File: src/rtl/seq_match_ctrl.sv
// Job controller for bit-serial pattern detection: takes a configured job,
// consumes cfg_len stream bits over valid/ready and counts pattern matches.
module seq_match_ctrl #(
  parameter int PAT_W = 6,
  parameter int LEN_W = 8,
  parameter int CNT_W = 8
) (
  input  logic             clk,
  input  logic             reset,
  input  logic             cfg_valid,
  output logic             cfg_ready,
  input  logic [PAT_W-1:0] cfg_pattern,
  input  logic [LEN_W-1:0] cfg_len,
  input  logic             cfg_overlap,
  input  logic             abort,
  input  logic             in_valid,
  output logic             in_ready,
  input  logic             in_bit,
  output logic             busy,
  output logic             match,
  output logic [CNT_W-1:0] match_cnt,
  output logic             done
);

  localparam int FILL_W = $clog2(PAT_W + 1);
  localparam logic [FILL_W-1:0] FULL = FILL_W'(PAT_W);

  typedef enum logic [1:0] {IDLE, RUN, DONE} state_t;

  state_t             state, state_nxt;
  logic [PAT_W-1:0]   window;
  logic [PAT_W-1:0]   pat;
  logic               ovl;
  logic [FILL_W-1:0]  fill;
  logic [LEN_W-1:0]   bits_left;

  logic               cfg_fire;
  logic               take;
  logic               hit_p0;
  logic [PAT_W-1:0]   win_nxt;
  logic [FILL_W-1:0]  fill_nxt;

  function automatic logic [CNT_W-1:0] sat_cnt(input logic [CNT_W-1:0] v);
    return (&v) ? v : v + CNT_W'(1);
  endfunction

  function automatic logic [FILL_W-1:0] sat_fill(input logic [FILL_W-1:0] v);
    return (v == FULL) ? v : v + FILL_W'(1);
  endfunction

  assign cfg_ready = (state == IDLE);
  assign busy      = (state == RUN);
  assign in_ready  = (state == RUN) && !abort;
  assign done      = (state == DONE);

  always_comb begin
    cfg_fire  = cfg_valid && (state == IDLE);
    take      = in_valid && in_ready;
    win_nxt   = {window[PAT_W-2:0], in_bit};
    fill_nxt  = sat_fill(fill);
    hit_p0    = take && (win_nxt == pat) && (fill_nxt == FULL);
    state_nxt = state;
    case (state)
      IDLE: if (cfg_fire) state_nxt = (cfg_len != '0) ? RUN : DONE;
      RUN: begin
        if (abort)                                 state_nxt = IDLE;
        else if (take && bits_left == LEN_W'(1))   state_nxt = DONE;
      end
      DONE:    state_nxt = IDLE;
      default: state_nxt = IDLE;
    endcase
  end

  // Stage boundary: accepted bit -> registered match pulse and count
  always_ff @(posedge clk or negedge reset) begin
    if (!reset) begin
      state     <= IDLE;
      window    <= '0;
      fill      <= '0;
      bits_left <= '0;
      match     <= 1'b0;
      match_cnt <= '0;
    end else begin
      state <= state_nxt;
      match <= hit_p0;
      if (cfg_fire) begin
        window    <= '0;
        fill      <= '0;
        bits_left <= cfg_len;
        match_cnt <= '0;
      end else if (take) begin
        window    <= win_nxt;
        fill      <= (hit_p0 && !ovl) ? '0 : fill_nxt;
        bits_left <= bits_left - LEN_W'(1);
        if (hit_p0) match_cnt <= sat_cnt(match_cnt);
      end
    end
  end

  // Job configuration is plain data, only meaningful after a cfg accept
  always_ff @(posedge clk) begin
    if (cfg_fire) begin
      pat <= cfg_pattern;
      ovl <= cfg_overlap;
    end
  end

endmodule

File: config.mk
export PLATFORM = sky130hd
export DESIGN_NAME = seq_match_ctrl
export DESIGN_NICKNAME = d
export VERILOG_FILES = /design/src/rtl/seq_match_ctrl.sv
export SDC_FILE = /design/constraint.sdc
export NUM_CORES = 1
export LEC_CHECK = 0
export ABC_CLOCK_PERIOD_IN_PS = 2800
export BUFFER_PORTS_ARGS = -buffer_cell sky130_fd_sc_hd__buf_2
export CAP_MARGIN = 20
export CORE_MARGIN = 5
export CORE_UTILIZATION = 54
export DETAILED_ROUTE_END_ITERATION = 12
export PLACE_DENSITY = 0.83
export SLEW_MARGIN = 5
export SYNTH_ARGS = -nofsm -noshare
export SYNTH_HDL_FRONTEND = slang
export SYNTH_SLANG_ARGS = --single-unit
File: constraint.sdc
create_clock -name clk -period 2.8 [get_ports clk]
set_clock_uncertainty 0.2 [all_clocks]
set_input_delay 0.28 -clock clk [delete_from_list [all_inputs] [get_ports clk]]
set_output_delay 0.28 -clock clk [all_outputs]
set_load 0.02 [all_outputs]
==> impl_results.md <==
* Post-route cell area at 2246 sq um
* Clk sinks at 34
* Area leader, netlist: dfrtp_1
* P&R area growth vs syn at 25.88%
* Share of power burned in registers at 0.484
* Fin Setup TNS at 0 ps
* Final #Nets at 263
* Antenna-violating nets left at 0
* Drt pass-1 iters at 4
* Clock transition at path regs at 110 ps
* Syn. warnings at 0
* Leak at 1.017 nW
* RSZ-0062 raised after global routing: no
* Clk Latency, worst-skew pair at 360 ps
* Max Fclk at 393.9 MHz
* Drt first-iter violations at 241
* Vias per cell at 5.911
* Die span in y at 67.48 um
* Chip width at 67.48 um
* WL/cell at 15.82 um
* Yosys reg bits at 34
* Sw Ratio at 0.3813
* Pwr Density at 661.2 nW/um^2
* Die area at 4554 sq um
* Largest net degree at the start of global routing at 28
* Asr flop ratio synth at 0.7941
* Critical Path AT at 2610 ps
* Endpoints failing hold at 0
* CP startpoint kind: register
* Vias post-DR at 1667
* Final setup margin at 261.2 ps
* CP Capture Type: register
* Period utilisation layout at 0.9067
* Total Routed Length at 4461 um
* First-pass GRT wire length at 7452 um
* PortBufs at 33
* Slew headroom at 0.5795
* TritonCTS clock tree: done
* Max Cap Violations at 0
* Final Slew Violations at 0
* Number of filler cells placed in the layout at 254
* Cts bufs inserted at 5
* Vias in the first global route at 1635
* Initial antenna violation count at 0
* Synthesized area per cell at 9.858 sq um
* Grt ovf at 0
* Switching Power at 0.5663 mW
* Largest vdd supply drop at 0.3688 mV
* Post-synth net total at 207
* Gate Count Post-Synth at 181
* Clock period minus worst slack at 2539 ps
* Most used DFF post-synth: dfrtp_1
* DRC errors left at 0
* Postcts setup bufs at 0
* Final total power at 1.485 mW
* Synth top area cells: dfrtp_1 (38%), edfxtp_1 (12%), nand2_1 (5.3%)
* Netlist cell types at 43
* Int Pwr at 0.9188 mW
* Pre-CTS setup slack at 293.5 ps
* Ratio of cells with drive above 1 in the final layout at 0.2101
* Top cells by count, synth: dfrtp_1 (27), nand2_1 (25), nand3_1 (13)
* Clock share of power at 0.174
* Cell Rows at 20
* Outcome: finished, final reports clean
* Combinational share of power at 0.343
* Post-synthesis sequential area ratio at 0.4965
* DP Wirelength at 3028 um
* Area after DPL at 2024 sq um
* WP data required at 2870 ps
* Clk root buf: clkbuf_4
* Share of the synthesized area in the top cell type at 0.3787
* Hold Path Class: input port to register
* Clock tree buffer depth at 2
* H-tree levels at 2
* Io pins at 34
* Gr usage total at 0.2194
* # diodes at 0
* Initial cell density of the core at 0.5750
* CP Max Fanout at 8
* Count leader, synth: dfrtp_1
* Core Footprint at 3103 sq um
* Cell Area, Synth at 1784 sq um
* Final-report setup violation count at 0
* Crit Path Category: register to register
* Worst-Margin Slew at 628.4 ps
* Post_cts resized at 0
* RD Place Congestion at 0.8251
* EDFF count, synth at 7
-- state kept, by name (all words and copies together) (netlist names) --
register,count
match,1
bits_left,8
window,5
fill,3
match_cnt,8
state,2
pat,6
ovl,1
-- worst max-delay path: stages (launching register included) --
cell and delay (ps):
dfrtp_1 440, inv_1 80, ha_1 250, or3b_1 390, and3_4 190, nor4_4 370
or3b_1 380, a21oi_1 160
-- through the flow --
step                  util  std cells  hold WS (ps)
floorplan                -        181        -215.6
global placement    0.6524        257         109.6
detailed placement  0.6524        257         113.1
CTS                 0.7238        282         14.49
global route        0.7238        282         40.02
finish              0.7238        282         19.24
-- kinds of logic (layout without fill, tap and decap cells) --
group           after synthesis  in the layout  share of synthesized area
xor+xnor                      7              7                    0.03436
buf+inv                      12             69                    0.02594
compound gates               37             37                     0.1346
simple gates                 86             86                     0.2735
fa+ha+maj                     5              5                    0.03506
flops                        34             34                     0.4965
-- cell usage in the layout, fill, tap and decap left out, drive strengths merged, types with 2 or more instances in the layout --
cell,n
o21ai,11
a32oi,3
and3,3
dfrtp,27
or3b,2
nor2b,3
nand4,4
nand2,25
a221o,2
nor2,8
o211ai,4
a21oi,8
buf,38
clkinv,2
inv,6
nand3,13
clkbuf,6
and4b,2
nand3b,2
nor4,4
and4,2
nor3,5
or4,3
xnor2,6
ha,5
edfxtp,7
nand2b,4
dlygate4sd3,17
a31oi,4
-- cell type report --
cell class | count | area (sq um) | share of cell area
Clock buffer | 6 | 41.29 | 0.01838
Clock inverter | 2 | 10.01 | 0.004457
Inverter | 6 | 22.52 | 0.01003
Multi-Input combinational cell | 135 | 858.3 | 0.3822
Sequential cell | 34 | 885.9 | 0.3944
Tap cell | 44 | 55.05 | 0.02451
Timing Repair Buffer | 55 | 372.9 | 0.1660
-- power by group through the flow --
stage,sequential [mW],clock (mW),combinational (mW)
CTS,0.712,0.264,0.500
global placement,0.711,0,0.459
global route,0.733,0.291,0.562
detailed placement,0.723,0,0.479
floorplan,0.695,0,0.339
finish,0.718,0.258,0.509
-- per-layer routing --
metal  global-route usage  vias up  share of wire
met5                    0        -              0
met4               0.1190        0          0.028
met3              0.06156       12          0.082
met2               0.3572       78           0.48
met1               0.2604      789           0.41
li1                     -      788              -
-- worst paths after layout --
path / endpoint / cells past startpoint / start / slack (ps)
worst max register to register: match_cnt[7]$_DFFE_PN0P_ / 7 / fill[0]$_DFFE_PN0P_ / 260
worst max-delay path: match_cnt[7]$_DFFE_PN0P_ / 7 / fill[0]$_DFFE_PN0P_ / 260
max in group asynchronous: match_cnt[7]$_DFFE_PN0P_ / 2 / reset / 1740
worst min-delay path: state[1]$_DFFE_PN0P_ / 3 / cfg_valid / 20
min in group asynchronous: match_cnt[5]$_DFFE_PN0P_ / 2 / reset / 250
worst min register to register: bits_left[7]$_DFFE_PN0P_ / 2 / bits_left[7]$_DFFE_PN0P_ / 310
-- timing repair --
| action | CTS | global route |
|---|---|---|
| endpoints found under the setup margin | 0 | 0 |
| hold buffers | 17 | 0 |
| hold endpoints to repair | 43 | 0 |
Power figures use the tool's default switching activity.
